File: src/rtl/intc_pkg.sv
// Interrupt controller shared definitions: source count, register map, STAT packing.
package intc_pkg;

  localparam int NUM_SRC = 6;

  localparam logic [1:0] PEND_A = 2'd0;
  localparam logic [1:0] MASK_A = 2'd1;
  localparam logic [1:0] EDGE_A = 2'd2;
  localparam logic [1:0] STAT_A = 2'd3;

  // OVF flags sit at this bit offset in the STAT word and in its clear mask
  localparam int OVF_OFS = 8;

  function automatic logic [31:0] stat_word(input logic [NUM_SRC-1:0] ovf,
                                            input logic [NUM_SRC-1:0] src);
    logic [31:0] w;
    w = '0;
    w[OVF_OFS +: NUM_SRC] = ovf;
    w[NUM_SRC-1:0]        = src;
    return w;
  endfunction

endpackage

File: src/rtl/int_ctrl_if.sv
// Register-bus bundle for the interrupt controller (single-cycle strobe, combinational read).
interface int_ctrl_if;
  logic        sel;
  logic        we;
  logic [1:0]  addr;
  logic [31:0] wdata;
  logic [31:0] rdata;

  modport master (output sel, output we, output addr, output wdata, input rdata);
  modport slave  (input sel, input we, input addr, input wdata, output rdata);
endinterface

File: src/rtl/intc_sync.sv
// Parameterised-width two-flop synchronizer with asynchronous active-low reset.
module intc_sync #(
  parameter int W = 1
) (
  input  logic         clk,
  input  logic         rst_n,
  input  logic [W-1:0] d,
  output logic [W-1:0] q
);

  logic [W-1:0] meta;

  // two back-to-back flops; first stage may go metastable, second resolves it
  always_ff @(posedge clk or negedge rst_n) begin
    if (!rst_n) begin
      meta <= '0;
      q    <= '0;
    end else begin
      meta <= d;
      q    <= meta;
    end
  end

endmodule

File: src/rtl/int_ctrl.sv
// Interrupt controller: per-source edge/level capture, mask, overflow flags, CP0 lines.
// Build option: define INTC_SYNC_EN to put 2-flop synchronizers on irq_src; leave it
// undefined when the sources are already synchronous to clk.
import intc_pkg::*;

module int_ctrl (
  input  logic               clk,
  input  logic               rst_n,
  input  logic [NUM_SRC-1:0] irq_src,
  int_ctrl_if.slave          bus,
  output logic [NUM_SRC-1:0] ext_int
);

  logic [NUM_SRC-1:0] src_s;
  logic               src_vld;
  logic [NUM_SRC-1:0] prev_s;
  logic [NUM_SRC-1:0] armed;
  logic [NUM_SRC-1:0] pend, pend_d;
  logic [NUM_SRC-1:0] ovf, ovf_d;
  logic [NUM_SRC-1:0] mask, mask_d;
  logic [NUM_SRC-1:0] edge_mode, edge_mode_d;
  logic [NUM_SRC-1:0] rise, w1c, ovf_clr, mode_chg;
  logic               wr;
  logic               unused_wdata;

`ifdef INTC_SYNC_EN
  logic [1:0] vld_sr;

  intc_sync #(.W(NUM_SRC)) u_sync (
    .clk   (clk),
    .rst_n (rst_n),
    .d     (irq_src),
    .q     (src_s)
  );

  // src_s only reflects the real inputs once both sync stages have loaded after reset
  always_ff @(posedge clk or negedge rst_n) begin
    if (!rst_n) vld_sr <= '0;
    else        vld_sr <= {vld_sr[0], 1'b1};
  end

  assign src_vld = vld_sr[1];
`else
  assign src_s   = irq_src;
  assign src_vld = 1'b1;
`endif

  assign unused_wdata = ^{bus.wdata[31:OVF_OFS+NUM_SRC], bus.wdata[OVF_OFS-1:NUM_SRC]};

  // next-state for capture, overflow and config registers
  always_comb begin
    wr       = bus.sel & bus.we;
    // a source must be seen low after reset before its rise counts as an edge
    rise     = src_s & ~prev_s & armed;
    w1c      = (wr && bus.addr == PEND_A) ? bus.wdata[NUM_SRC-1:0] : '0;
    ovf_clr  = (wr && bus.addr == STAT_A) ? bus.wdata[OVF_OFS +: NUM_SRC] : '0;
    mode_chg = (wr && bus.addr == EDGE_A) ? (bus.wdata[NUM_SRC-1:0] ^ edge_mode) : '0;

    // edge: set beats W1C; level: follow the source; a mode flip wipes the bit
    pend_d = ((edge_mode & (rise | (pend & ~w1c))) | (~edge_mode & src_s)) & ~mode_chg;
    ovf_d  = ((edge_mode & rise & pend) | (ovf & ~ovf_clr)) & ~mode_chg;

    mask_d      = (wr && bus.addr == MASK_A) ? bus.wdata[NUM_SRC-1:0] : mask;
    edge_mode_d = (wr && bus.addr == EDGE_A) ? bus.wdata[NUM_SRC-1:0] : edge_mode;
  end

  // state registers
  always_ff @(posedge clk or negedge rst_n) begin
    if (!rst_n) begin
      prev_s    <= '0;
      armed     <= '0;
      pend      <= '0;
      ovf       <= '0;
      mask      <= '0;
      edge_mode <= '0;
    end else begin
      prev_s    <= src_s;
      armed     <= armed | (~src_s & {NUM_SRC{src_vld}});
      pend      <= pend_d;
      ovf       <= ovf_d;
      mask      <= mask_d;
      edge_mode <= edge_mode_d;
    end
  end

  // combinational read mux
  always_comb begin
    bus.rdata = '0;
    case (bus.addr)
      PEND_A:  bus.rdata[NUM_SRC-1:0] = pend;
      MASK_A:  bus.rdata[NUM_SRC-1:0] = mask;
      EDGE_A:  bus.rdata[NUM_SRC-1:0] = edge_mode;
      default: bus.rdata = stat_word(ovf, src_s);
    endcase
  end

  assign ext_int = pend & mask;

endmodule

File: src/flat_wrapper.sv
// flat-port wrapper written by rule: the top's interface ports become plain ports
module int_ctrl_flat 
  (clk, rst_n, irq_src, ext_int, bus_sel, bus_we, bus_addr, bus_wdata, bus_rdata);
  int_ctrl_if bus_i ();
  input  logic clk;
  input  logic rst_n;
  input  logic [NUM_SRC-1:0] irq_src;
  output logic [NUM_SRC-1:0] ext_int;
  input wire logic [$bits(bus_i.sel)-1:0] bus_sel;
  input wire logic [$bits(bus_i.we)-1:0] bus_we;
  input wire logic [$bits(bus_i.addr)-1:0] bus_addr;
  input wire logic [$bits(bus_i.wdata)-1:0] bus_wdata;
  output wire logic [$bits(bus_i.rdata)-1:0] bus_rdata;
  assign bus_i.sel = bus_sel;
  assign bus_i.we = bus_we;
  assign bus_i.addr = bus_addr;
  assign bus_i.wdata = bus_wdata;
  assign bus_rdata = bus_i.rdata;
  int_ctrl u_core (.clk(clk), .rst_n(rst_n), .irq_src(irq_src), .bus(bus_i), .ext_int(ext_int));
endmodule
File: config.mk
export PLATFORM = sky130hd
export DESIGN_NAME = int_ctrl_flat
export DESIGN_NICKNAME = d
export VERILOG_FILES = /design/src/rtl/intc_pkg.sv /design/src/rtl/int_ctrl_if.sv /design/src/rtl/intc_sync.sv /design/src/rtl/int_ctrl.sv /design/src/flat_wrapper.sv
export SDC_FILE = /design/constraint.sdc
export NUM_CORES = 1
export LEC_CHECK = 0
export BUFFER_PORTS_ARGS = -buffer_cell sky130_fd_sc_hd__buf_2
export CAP_MARGIN = 10
export CORE_MARGIN = 5
export CORE_UTILIZATION = 53
export CTS_CLUSTER_DIAMETER = 40
export DETAILED_ROUTE_END_ITERATION = 10
export PLACE_DENSITY = 0.95
export SETUP_SLACK_MARGIN = 0.1
export SYNTH_ARGS = -nofsm -noshare
export SYNTH_HDL_FRONTEND = slang
export SYNTH_SLANG_ARGS = --single-unit
File: constraint.sdc
create_clock -name clk -period 2.39 [get_ports clk]
set_input_delay 0.3585 -clock clk [delete_from_list [all_inputs] [get_ports clk]]
set_output_delay 0.3585 -clock clk [all_outputs]
set_load 0.01 [all_outputs]
# Yosys cells after proc, flatten, opt, wreduce, memory -nomap -nowiden
# Index checks and enable logic that the tools add are counted.
[op_classes] eq_ne=3 n_mux=5 bitwise_logic=23 n_reduce_logical=6
[ops] cell="$and A6 B6 Y6" n=11
[ops] cell="$not A6 Y6" n=6
[ops] cell="$or A6 B6 Y6" n=4
[ops] cell="$mux W6" n=3
[ops] cell="$pmux W6 S3" n=1
[ops] cell="$mux W8" n=1
[ops] cell="$xor A6 B6 Y6" n=1
[ops] cell="$eq A2 B2 Y1 const B" n=2
[ops] cell="$logic_and A1 B1 Y1" n=4
[ops] cell="$reduce_or A3 Y1" n=1
[ops] cell="$eq A2 B1 Y1 const B" n=1
[ops] cell="$logic_not A2 Y1" n=1
[ops] cell="$and A1 B1 Y1" n=1
[totals] register_bits=36 inputBits=44 out_inout_bits=38 word_cells=43

# Longest topological paths before layout
# Gate-level depths: netlist of the first run.
[depth] word_depth=9 depth_mapped=5 mapped_depth_nobuf=3

# Least setup slack after synthesis of the first run
# No wires, ideal clock.
[synth_timing] path_kind="input-to-output" from="in bus_addr[0]" to="out bus_rdata[0]" t_arrival_ns=1.101 t_required_ns=2.032 setup_slack_ns=0.931 stages=3 n_path_buf=2 cell_sequence="buf_6 > buf_12 > mux4_2"
[synth_between] elab_chain_cells=2 word_cells_on_any_way=4 classes_between="eq/ne (2); mux (1); reduce/logical (1)"
[synth_rtl] element="start, declared" line="flat_wrapper.sv:11" rtl="input wire logic [$bits(bus_i.addr)-1:0] bus_addr;"
[synth_rtl] element="$eq A2 B2 Y1 (tied with other cells)" line="int_ctrl.sv:89" rtl="case (bus.addr)"
[synth_rtl] element="$pmux W6 S3 (*)" line="int_ctrl.sv:89"
[synth_rtl] element="end, declared" line="flat_wrapper.sv:13" rtl="output wire logic [$bits(bus_i.rdata)-1:0] bus_rdata;"
# Every way passes the cells marked *; elsewhere a longest branch is shown, timed or not.

# Worst setup path after layout of the first run
[layout_timing] from="in bus_addr[0]" to="out bus_rdata[4]"
# The elaborated chain is that of the path after synthesis.

==> results.toml, run 1 <==
[grt]
use_met3_pct = 6.16
grt_max_degree = 37
top_usage_layer = "met2"
grt_pass1_vias = 1471
grt_overflow = 0
grt_usage_pct = 17.2
grtUsageMet1_pct = 21.7
met2_usage_pct = 27.1
antenna_found_initial = 0
grt_pass1_wl_mm = 6.84

[layout]
nets = 278
finalInstanceArea_mm2 = 0.00234
syn_to_final_growth_pct = 10.4
antenna_cells = 0
drive_gt1_share_pct = 27.2
fillers = 345

[routing]
drt_pass1_iterations = 4
drt-initial-drc-count = 99
viasPerCell = 5.38
wl_per_cell_um = 14.8
drcViolationCount = 0
ant_nets = 0
wirelength_mm = 4.23
vias = 1532

[clock_tree]
htreeDepth = 2
cts_resized = 0
clock_sinks = 36
cts_hold_buffers = 0
cts_root_buf = "clkbuf_8"
cts_setup_buffers = 0
cts_buffer_depth = 2
numCtsBuffers = 5
clock_latency_ps = 290
clk_transition_reported_paths_ps = 70
cts_tree = "built"

[synthesis]
ys_dominant_reg_cell = "dfrtp_1"
synth_top_area_share_pct = 42.4
synthMuxAreaShare_pct = 13.4
synth-seq-cells = 36
syn-mean-instance-area_um2 = 10.7
ys_top_cells_by_count = "dfrtp_1 (36), buf_4 (20), a21oi_1 (18), nand2b_1 (12), nor2_1 (12)"
syn_area_mm2 = 0.00212
synth_top_family_by_area = "simple AND/OR/NAND/NOR gates"
synth_xor_area_share_pct = 2.47
synthAdderAreaFrac_pct = 0
yosysMostFrequentCell = "dfrtp_1"
ys_seq_area_share_pct = 42.4
synth_edf_count = 0
synthSimpleGateAreaFrac_pct = 17.4
yosysTopAreaCell = "dfrtp_1"
synth_compound_area_share_pct = 12.4
ys_types = 28
ys_top_cells_by_area = "dfrtp_1 (42%), buf_4 (7.1%), mux2_2 (5.8%)"
synthArstFlopShare_pct = 100
syn_inst = 198
yosysWarnings = 0

[placed_design]
numPortBuffers = 41
dp_hpwl_mm = 3.05
place_area_mm2 = 0.00224
routabilityCongestion = 0.811

[worst_setup_path]
arrival_ps = 1460
end_kind = "primary output"
required_ps = 2030
critical_path_class = "primary input to primary output"
rrSetupSlack_ps = 1420
cp_max_fo = 16
critical_path.cell_chain = "buf_2 > mux4_1 > buf_2"
cp_common_cell = "buf_2"
slowest_stage = "mux4_1"
critical-path-max-stage-delay_ps = 610
startpoint_type = "primary input"

[timing]
drv_slew = 0
rsz0062_at_grt = "no"
finalSetupTns_ps = 0
worstMarginPinSlew_ps = 784
clock.fmax_ghz = 0.549
fin_crit_sh_pct = 76.2
relSlewSlack_pct = 47.7
skew_ps = 6.10
setup_viol = 0
finalCriticalPeriod_ps = 1820
finalHoldViolations = 0

[floorplanning]
core_area_mm2 = 0.00394
die_x_um = 73.3
ios = 82
rows = 23
dieHeight_um = 73.3
dieArea_mm2 = 0.00537
start_util_pct = 53.9

[pwr]
power_density_mw_per_mm2 = 760
ir_worst_vdd_uv = 435
p_leak_nw = 1.13

[worst_hold_path]
hold_path.class = "primary input to asynchronous set/reset pin"

[run]
drv_cap = 0

[status]
status = "complete, no violations"
[through the flow]
| stage | setup WS (ps) | cells | util, % | hold slack (ps) | total power, mW |
|---|---|---|---|---|---|
| after floorplan | 931 | 217 | - | 62.9 | 1.14 |
| after global placement | 589 | 277 | 56.7 | 466 | 1.24 |
| after detailed placement | 544 | 277 | 56.7 | 477 | 1.27 |
| after CTS | 543 | 285 | 59.5 | 155 | 1.80 |
| after global routing | 517 | 285 | 59.5 | 195 | 1.90 |
| final | 570 | 285 | 59.5 | 140 | 1.78 |
[cell families (layout without fill, tap and decap cells)]
group	count (synthesis)	in the layout
buf+inv	37	55
other cells	1	20
xor+xnor	6	6
compound gates	42	42
simple gates	58	58
flops	36	36
mux	18	18
[sequential cells by signal (all words and copies together), names as in the netlist]
register and cells:
u_core.edge_mode 6, u_core.pend 6, u_core.prev_s 6, u_core.mask 6
u_core.armed 6, u_core.ovf 6
[critical path: cells and delay by family]
kind	cells	cell delay, ps
muxes	1	610
buffers and inverters	2	490
[power breakdown]
| group | switching (mW) | internal [mW] | total [mW] |
|---|---|---|---|
| Sequential | 0.109 | 0.722 | 0.832 |
| Combinational | 0.197 | 0.223 | 0.420 |
| Clock | 0.220 | 0.310 | 0.529 |
| Total | 0.526 | 1.26 | 1.78 |
[layout by cell type (no fill, tap or decap)]
cell       netlist  layout
bufinv_16        0       1
and4bb_4         1       1
mux2_2          11      11
nand3_1          6       6
mux4_1           4       4
mux2_1           1       1
nand4b_4         2       2
a21boi_0         6       6
inv_1            6       6
a21oi_1         18      18
nand2b_1        12      12
clkinv_2         0       1
nor2_1          12      12
and3_1           6       6
o211ai_1         6       6
and2_1           6       6
dfrtp_1         36      36
and3b_1          6       6
xnor2_1          6       6
nand4_1          1       1
conb_1           1      20
a2bb2oi_1        6       6
clkbuf_1         6       1
o21ai_0          6       6
buf_2            2      41
nand2_1          6       6
mux4_2           2       2
clkbuf_8         0       5
[layer usage]
layer  vias to the layer above  share of wire [%]
li1                        729                  -
met1                       733                 41
met2                        64                 48
met3                         6                9.5
met4                         0                1.3
met5                         -                  0
[cell type report]
type,instances,area [µm²],share of cell area (%)
inverters,6,22.5,0.961
well taps,50,62.6,2.67
repair buffers,41,205,8.75
flip-flops and latches,36,901,38.4
clock inverters,2,35.0,1.49
clock buffers,6,72.6,3.09
multi-input cells,144,1050,44.6
[path summary, 6_finish.rpt]
kind	start	endpoint	depth (start not counted)
worst min register to register	u_core.armed[3]	u_core.armed[3]	1
worst max register to register	u_core.edge_mode[3]	u_core.pend[3]	3
worst max-delay path	bus_addr[0]	bus_rdata[4]	3
worst min-delay path	rst_n	u_core.armed[3]	1
max in group asynchronous	rst_n	u_core.mask[4]	1
min in group clk	irq_src[1]	u_core.prev_s[1]	1
Note: power is estimated with default switching activity, not from simulation.
==> inputs of run 2 (changes only) <==
CORE_UTILIZATION = 49   (was 53)
PLACE_DENSITY = 0.92   (was 0.95)
clock period = 1.8 ns   (was 2.39 ns; I/O delays follow)
==> results.toml, run 2 (synthesized netlist as in run 1, its figures left out) <==
[worst_setup_path]
arrival_ps = 1400
startpoint_type = "flip-flop"
critical_path_class = "flip-flop to primary output"
slowest_stage = "mux4_1"
critical_path.cell_chain = "mux4_1 > buf_2"
critical-path-max-stage-delay_ps = 510
cp_max_fo = 6
required_ps = 1530
end_kind = "primary output"

[floorplanning]
dieHeight_um = 75.8
ios = 82
core_area_mm2 = 0.00426
rows = 24
dieArea_mm2 = 0.00575
start_util_pct = 49.8
die_x_um = 75.8

[layout]
antenna_cells = 0
mostFrequentLayoutCells = "buf_2 (41), dfrtp_1 (31), conb_1 (20), a21oi_1 (18)"
fillers = 359
utilization_pct = 57.0
nets = 288
final_common_cell = "buf_2"
drive_gt1_share_pct = 32.2
syn_to_final_growth_pct = 14.4

[grt]
grt_pass1_vias = 1470
grt_pass1_wl_mm = 6.78
grt_usage_pct = 16.0
grt_overflow = 0
antenna_found_initial = 0
grt_max_degree = 37

[routing]
drcViolationCount = 0
vias = 1562
ant_nets = 0
drt-initial-drc-count = 55
wirelength_mm = 4.38
wl_per_cell_um = 14.7
drt_pass1_iterations = 4
viasPerCell = 5.26

[run]
drv_cap = 0

[clock_tree]
clock_latency_ps = 290
clock_sinks = 36
cts_hold_buffers = 0
cts_root_buf = "clkbuf_8"
cts_tree = "built"
cts_buffer_depth = 2
htreeDepth = 2
clk_transition_reported_paths_ps = 70
numCtsBuffers = 5

[pwr]
sw_frac_of_total_pct = 29.1
power_frac_clock_pct = 28.6
p_int_mw = 1.72
power_density_mw_per_mm2 = 999
ir_worst_vdd_uv = 624
p_leak_nw = 1.18
switchingPower_uw = 705
seqPwrFrac_pct = 44.9
comb_power_share_pct = 26.6

[placed_design]
dp_hpwl_mm = 3.08
numPortBuffers = 41
routabilityCongestion = 0.827

[timing]
finalCriticalPeriod_ps = 1670
rsz0062_at_grt = "yes"
clock.fmax_ghz = 0.600
finalSetupTns_ps = 0
setup_viol = 0
finalHoldViolations = 0
fin_crit_sh_pct = 92.5
skew_ps = 3.55
drv_slew = 0

[status]
status = "complete, no violations"

[worst_hold_path]
hold_path.class = "primary input to asynchronous set/reset pin"
==> run 2: cell count changes in the layout (fill, tap and decap cells not counted) <==
| cell | change |
|---|---|
| dfrtp_2 | +5 |
| buf_4 | +10 |
| dfrtp_1 | -5 |
==> run 2: final cells by class <==
cell class,count,area (µm²),share of cell area [%]
inverter,6,22.5,0.927
timing repair buffer,51,280,11.5
sequential,36,907,37.4
multi-input combinational,144,1050,43.1
tap,52,65.1,2.68
clock inverter,2,35.0,1.44
clock buffer,6,72.6,2.99
==> run 2: metal layers <==
metal  GRT usage [%]  part of all wire (%)  vias to the layer above
li1                -                     -                      750
met1            20.6                    43                      752
met2            26.0                    48                       57
met3            5.28                   8.5                        3
met4            4.47                  0.91                        0
met5               0                     0                        -
==> run 2: final timing paths <==
kind	startpoint	end	slack [ps]	cells past startpoint
setup / recovery	u_core.edge_mode[4]	bus_rdata[4]	130	2
hold / removal	rst_n	u_core.edge_mode[0]	10	2
setup reg to reg	u_core.edge_mode[4]	u_core.ovf[4]	800	4
hold reg to reg	u_core.armed[2]	u_core.armed[2]	490	1
max in group asynchronous	rst_n	u_core.edge_mode[1]	1440	2
min in group clk	irq_src[2]	u_core.prev_s[2]	140	1
==> run 2: what timing repair did <==
| action | 4_1_cts | 5_1_grt |
|---|---|---|
| buffers inserted | 0 | 8 |
| endpoints found under the setup margin | 4 | 5 |
| hold endpoints to repair | 0 | 0 |
| gates resized for setup | 4 | 1 |
==> run 2: power by group through the flow <==
| stage | clock network, mW | registers (mW) | logic, mW |
|---|---|---|---|
| floorplan | 0 | 1.03 | 0.490 |
| global placement | 0 | 1.10 | 0.552 |
| detailed placement | 0 | 1.11 | 0.568 |
| CTS | 0.709 | 1.10 | 0.571 |
| global route | 0.757 | 1.11 | 0.717 |
| finish | 0.693 | 1.09 | 0.644 |
==> run 2: critical path, delay by kind of cell, from the launching register on <==
kind	cells	cell delay, ps
muxes	1	510
DFF	1	440
buffers and inverters	1	160
==> run 2: stage by stage <==
stage / std cells / cell area, µm² / hold slack (ps) / power (mW) / worst slack, ps
6_report: 297 / 2430 / 13.5 / 2.43 / 134
5_1_grt: 297 / 2430 / 36.9 / 2.58 / 69.9
4_1_cts: 289 / 2370 / 26.1 / 2.38 / 97.1
3_5_place_dp: 281 / 2250 / 341 / 1.68 / 230
3_3_place_gp: 281 / 2250 / 330 / 1.65 / 249
2_1_floorplan: 217 / 2190 / -25.6 / 1.52 / 482
